File: src/rtl/turfio_cin_autoalign.sv
// turfio_cin_autoalign: sweeps IDELAY taps per CIN channel, finds the widest training-pattern eye and loads its centre.
module turfio_cin_autoalign #(
  parameter int          NUM_CH        = 4,
  parameter logic [31:0] TRAIN_PATTERN = 32'hA55A6996,
  parameter int          TAP_STEP      = 8,
  parameter int          TAP_MAX       = 511,
  parameter int          SETTLE_CYCLES = 8,
  parameter int          DWELL_CYCLES  = 64,
  parameter int          MIN_EYE       = 3
) (
  input  logic                  rxclk_i,
  input  logic                  rst_i,
  input  logic                  start_i,
  input  logic [NUM_CH-1:0]     ch_mask_i,
  input  logic [4*NUM_CH-1:0]   data_i,
  output logic [NUM_CH-1:0]     delay_load_o,
  output logic [1:0]            delay_sel_o,
  output logic [8:0]            delay_cntvaluein_o,
  output logic                  busy_o,
  output logic                  done_o,
  output logic [NUM_CH-1:0]     ch_ok_o,
  output logic [9*NUM_CH-1:0]   ch_tap_o,
  output logic [2*NUM_CH-1:0]   ch_bitoff_o
);
  localparam int CHW = NUM_CH > 1 ? $clog2(NUM_CH) : 1;
  localparam int CW = $clog2((SETTLE_CYCLES > DWELL_CYCLES ? SETTLE_CYCLES : DWELL_CYCLES) + 1);
  localparam logic [63:0] PP = {TRAIN_PATTERN, TRAIN_PATTERN};
  typedef enum logic [2:0] {IDLE, SELECT, LOAD, SETTLE, DWELL, EVAL, CENTER, DONE} state_t;
  state_t state, state_n;
  logic [NUM_CH-1:0] pend;
  logic [CHW-1:0] ch, ch_n;
  logic [9:0] tap, tap_nx, cur_len, cur_start, best_len, best_start, fin_len, fin_start, centre;
  logic [1:0] cur_rot, best_rot, fin_rot, rot, dwell_rot;
  logic [CW-1:0] cnt;
  logic [31:0] sr [NUM_CH];
  logic [31:0] sel_sr;
  logic [63:0] rp;
  logic [19:0] span;
  logic match, dwell_ok, last, settle_end, dwell_end, extend, lock;
  assign delay_sel_o = 2'b00;
  always_comb begin
    sel_sr = sr[ch];
    match = 1'b0;
    rot = 2'd0;
    rp = '0;
    for (int r = 0; r < 32; r++) begin
      rp = PP >> r;
      if (sel_sr == rp[31:0]) begin
        match = 1'b1;
        rot = 2'(r);
      end
    end
    ch_n = '0;
    for (int n = NUM_CH - 1; n >= 0; n--) if (pend[n]) ch_n = CHW'(n);
    tap_nx = tap + 10'(TAP_STEP);
    last = tap_nx > 10'(TAP_MAX);
    settle_end = cnt == CW'(SETTLE_CYCLES - 1);
    dwell_end = cnt == CW'(DWELL_CYCLES - 1);
    extend = dwell_ok && (cur_len == 10'd0 || dwell_rot == cur_rot);
    // the eye still open at the end of the sweep competes with the best closed one
    fin_len = cur_len > best_len ? cur_len : best_len;
    fin_start = cur_len > best_len ? cur_start : best_start;
    fin_rot = cur_len > best_len ? cur_rot : best_rot;
    span = 20'(fin_len - 10'd1) * 20'(TAP_STEP);
    centre = fin_start + span[10:1];
    lock = fin_len >= 10'(MIN_EYE);
  end
  always_comb begin
    state_n = state;
    case (state)
      IDLE:    state_n = start_i ? SELECT : IDLE;
      SELECT:  state_n = |pend ? LOAD : DONE;
      LOAD:    state_n = SETTLE;
      SETTLE:  state_n = settle_end ? DWELL : SETTLE;
      DWELL:   state_n = dwell_end ? EVAL : DWELL;
      EVAL:    state_n = last ? CENTER : LOAD;
      CENTER:  state_n = SELECT;
      default: state_n = IDLE;
    endcase
    busy_o = state != IDLE && state != DONE;
    done_o = state == DONE;
    delay_load_o = (state == LOAD || state == CENTER) ? NUM_CH'(1) << ch : '0;
    delay_cntvaluein_o = state == LOAD ? tap[8:0] : (state == CENTER && lock) ? centre[8:0] : 9'd0;
  end
  always_ff @(posedge rxclk_i or negedge rst_i) begin
    if (!rst_i) state <= IDLE;
    else state <= state_n;
  end
  always_ff @(posedge rxclk_i or negedge rst_i) begin
    if (!rst_i) begin
      pend <= '0;
      ch <= '0;
      tap <= '0;
      cnt <= '0;
      dwell_ok <= 1'b0;
      dwell_rot <= '0;
      cur_len <= '0;
      cur_start <= '0;
      cur_rot <= '0;
      best_len <= '0;
      best_start <= '0;
      best_rot <= '0;
      ch_ok_o <= '0;
      ch_tap_o <= '0;
      ch_bitoff_o <= '0;
      for (int n = 0; n < NUM_CH; n++) sr[n] <= '0;
    end else begin
      for (int n = 0; n < NUM_CH; n++) sr[n] <= {data_i[4*n +: 4], sr[n][31:4]};
      case (state)
        IDLE: if (start_i) pend <= ch_mask_i;
        SELECT: begin
          ch <= ch_n;
          pend[ch_n] <= 1'b0;
          tap <= '0;
          cur_len <= '0;
          cur_start <= '0;
          cur_rot <= '0;
          best_len <= '0;
          best_start <= '0;
          best_rot <= '0;
        end
        LOAD: cnt <= '0;
        SETTLE: cnt <= settle_end ? '0 : cnt + CW'(1);
        DWELL: begin
          cnt <= cnt + CW'(1);
          dwell_ok <= cnt == '0 ? match : dwell_ok & match & (rot == dwell_rot);
          dwell_rot <= cnt == '0 ? rot : dwell_rot;
        end
        EVAL: begin
          if (extend) begin
            cur_len <= cur_len + 10'd1;
            if (cur_len == 10'd0) begin
              cur_start <= tap;
              cur_rot <= dwell_rot;
            end
          end else begin
            if (cur_len > best_len) begin
              best_len <= cur_len;
              best_start <= cur_start;
              best_rot <= cur_rot;
            end
            cur_len <= 10'(dwell_ok);
            cur_start <= tap;
            cur_rot <= dwell_rot;
          end
          if (!last) tap <= tap_nx;
        end
        CENTER: begin
          ch_ok_o[ch] <= lock;
          ch_tap_o[9*ch +: 9] <= lock ? centre[8:0] : 9'd0;
          ch_bitoff_o[2*ch +: 2] <= lock ? fin_rot : 2'd0;
        end
        default: ;
      endcase
    end
  end
endmodule

File: config.mk
export PLATFORM = sky130hd
export DESIGN_NAME = turfio_cin_autoalign
export DESIGN_NICKNAME = d
export VERILOG_FILES = /design/src/rtl/turfio_cin_autoalign.sv
export SDC_FILE = /design/constraint.sdc
export NUM_CORES = 1
export LEC_CHECK = 0
export CAP_MARGIN = 20
export CORE_MARGIN = 2
export CORE_UTILIZATION = 45
export DETAILED_ROUTE_END_ITERATION = 7
export PLACE_DENSITY = 0.72
export SLEW_MARGIN = 20
export SYNTH_ARGS = -nofsm -noshare
export SYNTH_HDL_FRONTEND = slang
export SYNTH_SLANG_ARGS = --single-unit
File: constraint.sdc
create_clock -name rxclk_i -period 10.9 [get_ports rxclk_i]
set_clock_uncertainty 0.1 [all_clocks]
set_input_delay 2.18 -clock rxclk_i [delete_from_list [all_inputs] [get_ports rxclk_i]]
set_output_delay 2.18 -clock rxclk_i [all_outputs]
set_load 0.1 [all_outputs]
==> flow_summary.json <==
{
  "die_h_um": 163,
  "routedWlPerCell_um": 20.5,
  "postRouteWirelength_um": 30400,
  "grt_use_total_pct": 23.2,
  "num_vias": 8815,
  "fill_cells": 2147,
  "dp_hpwl_um": 21800,
  "antenna_cells": 0,
  "cap_violations": 0,
  "final_util_pct": 53.6,
  "r2r-start": "cur_len[7]",
  "synth_compound_area_share_pct": 8.92,
  "path_max_fanout": 12,
  "grt_antenna_before_repair": 0,
  "end_kind": "output pin",
  "cts-htree-levels": 1,
  "grt_pass1_vias": 8689,
  "area_growth_pct": 17.5,
  "grt_pass1_wl_um": 48200,
  "ys_top_cells_by_count": "dfrtp_1 (241), nand2_1 (140), o21ai_0 (81)",
  "fin_crit_sh_pct": 84.7,
  "post_synth_fa_ha_maj_area_fraction_pct": 3.57,
  "core_sq_um": 25000,
  "start_util_pct": 45.6,
  "die_w_um": 163,
  "final_area_sq_um": 13400,
  "grt-ovfl-total": 0,
  "worst_slew_pin_slew_ns": 1.18,
  "synthFlopType": "dfrtp_1",
  "cts_hold_buf": 0,
  "crit_type": "reg -> out",
  "pre_cts_ws_ns": 2.33,
  "ctsLongestPathBuffers": 3,
  "synthSimpleGateAreaFrac_pct": 22.8,
  "synth_area_leader_cell": "dfrtp_1",
  "rrSetupSlack_ns": 5.38,
  "cts_tree": "done",
  "cp_data_arrival_time_ns": 6.96,
  "p_leak_nw": 5.53,
  "remaining_drc_errors": 0,
  "avgSynthCellArea_sq_um": 10.9,
  "async_reset_ff_share_pct": 100,
  "timing.fmax_mhz": 108,
  "vdd_drop_max_v": 0.000159,
  "rsz0062_at_grt": "no",
  "grt_max_degree": 98,
  "place_area_sq_um": 12600,
  "tns_ns": 0,
  "port_buffers": 85,
  "clk_latency_ns": 0.52,
  "rows": 58,
  "hold_path_class": "reg -> reg",
  "dp.cells": 1437,
  "hold_viol_final": 0,
  "syn-cell-area_sq_um": 11400,
  "maxSlewViolCount": 0,
  "endpoint": "delay_cntvaluein_o[8]",
  "status": "complete, no violations",
  "cts_setup_buffers": 0,
  "layout_setup_ws_ns": 1.66,
  "yosysMostFrequentCell": "dfrtp_1",
  "drive_above_1_share_pct": 8.77,
  "synth_edf_count": 0,
  "root_buffer": "clkbuf_16",
  "ios": 88,
  "fin_hold_ws_ns": 0.267,
  "clk_pin_slew_ns": 0.07,
  "synth_top_family_by_area": "simple AND/OR/NAND/NOR gates",
  "drtIter0Drc": 896,
  "synth.distinct_cells": 64,
  "netlist_instances": 1050,
  "stdcell_count": 1482,
  "worst_setup_path_start_kind": "flop",
  "synth_top_area_share_pct": 52.8,
  "power_density_nw_per_um2": 140,
  "ys_warn_count": 0,
  "yosysSeqAreaShare_pct": 52.8,
  "dieArea_sq_um": 26700,
  "synth_area_leaders": "dfrtp_1 (53%), mux4_2 (5.9%), nand2_1 (4.6%), o21ai_0 (3.6%), ha_1 (3.4%)",
  "p_total_mw": 1.87,
  "drt-vias-per-instance": 5.95,
  "slew_headroom_pct": 20.0,
  "cts_buffers": 25,
  "postRouteAntennaNets": 0,
  "drt-pass1-iter-count": 6,
  "reg2reg_depth": 20,
  "clock_sinks": 241,
  "worstPathRequired_ns": 8.62,
  "synth_seq_cells": 241,
  "period_needed_ns": 9.24,
  "synthMuxAreaShare_pct": 7.74,
  "finalSetupViolations": 0,
  "startpoint": "cur_len[7]",
  "synthXorXnorAreaFrac_pct": 1.46,
  "place.gp.congestion": 0.999,
  "layout.nets": 1189,
  "reg2reg_to": "ch_tap_o[26]",
  "cts.repair.resized": 0
}
==> final cells by class <==
type	instances	area, sq um	share of cell area, %
inverters	30	113	0.839
repair buffers	93	916	6.83
well taps	330	413	3.08
clock inverters	10	119	0.886
flip-flops and latches	241	6030	45.0
clock buffers	35	733	5.46
multi-input cells	743	5090	38.0
==> where the power goes <==
part	total (mW)	switching, mW	internal (mW)
Clock	0.863	0.345	0.518
Combinational	0.0780	0.0529	0.0250
Sequential	0.931	0.0118	0.919
==> worst max-delay path, cell delays in order, from the launching register on <==
cell and delay, ns:
dfrtp_1 0.45, ha_1 0.34, a21o_1 0.16, a21o_1 0.17, a221oi_1 0.34, o21ai_0 0.30
nand2_1 0.35, nor2_1 0.07, a21oi_1 0.38, ha_1 0.31, xnor2_1 0.11, ha_1 0.36
nor2b_1 0.15, o21ai_0 0.15, nand2_1 0.10, a21o_1 0.18, a21o_1 0.18, a21oi_1 0.20
o2111ai_1 0.15, o211ai_1 0.68, o21a_1 0.19, clkdlybuf4s50_1 1.13
==> worst min-delay path by stage <==
stage / from / to / slack (ns) / cells past startpoint
2_1_floorplan: sr[84] / sr[80] / 0.25 / 0
3_3_place_gp: sr[84] / sr[80] / 0.25 / 0
3_5_place_dp: sr[56] / sr[52] / 0.26 / 0
4_1_cts: sr[74] / sr[70] / 0.27 / 0
5_1_grt: sr[74] / sr[70] / 0.27 / 0
6_report: sr[93] / sr[89] / 0.27 / 0
==> layout by cell type, fill, tap and decap left out, types with 12 or more instances in the layout <==
cell type,instances
a21oi_1,28
a22o_1,12
and2_1,14
and3_1,15
clkbuf_16,25
clkdlybuf4s50_1,84
dfrtp_1,240
ha_1,31
inv_1,30
mux2_2,12
mux4_2,30
nand2_1,140
nand2b_1,18
nand3_1,59
nand4_1,39
nor2_1,50
nor2b_1,33
nor4_1,35
nor4bb_1,26
o21ai_0,81
o31ai_1,13
xor2_1,12
==> metal layers <==
| layer | wire, um | global-route usage, % | vias to the layer above | part of all wire [%] |
|---|---|---|---|---|
| li1 | - | - | 4018 | - |
| met1 | 13200 | 33.3 | 4325 | 43 |
| met2 | 13900 | 36.0 | 389 | 46 |
| met3 | 2330 | 3.83 | 83 | 7.7 |
| met4 | 988 | 7.88 | 0 | 3.3 |
| met5 | 0 | 0 | - | 0 |
==> registers in the layout (all words and copies together), names as in the netlist <==
register	count
best_rot	2
ch	2
cur_start	6
state	3
ch_bitoff_o	8
tap	7
dwell_rot	2
sr	128
best_start	9
cnt	7
best_len	10
cur_rot	2
ch_ok_o	4
pend	4
cur_len	10
ch_tap_o	36
dwell_ok	1
==> cell families (layout without fill, tap and decap cells) <==
kind of cell	count (synthesis)	count (layout)
flip-flops	241	241
AO/OA/AOI/OAI	168	168
multiplexers	46	46
adder cells (fa/ha/maj)	32	32
other	1	2
AND/OR/NAND/NOR	476	476
buffers and inverters	67	168
XOR/XNOR	19	19
Note: power is estimated with default switching activity, not from simulation.
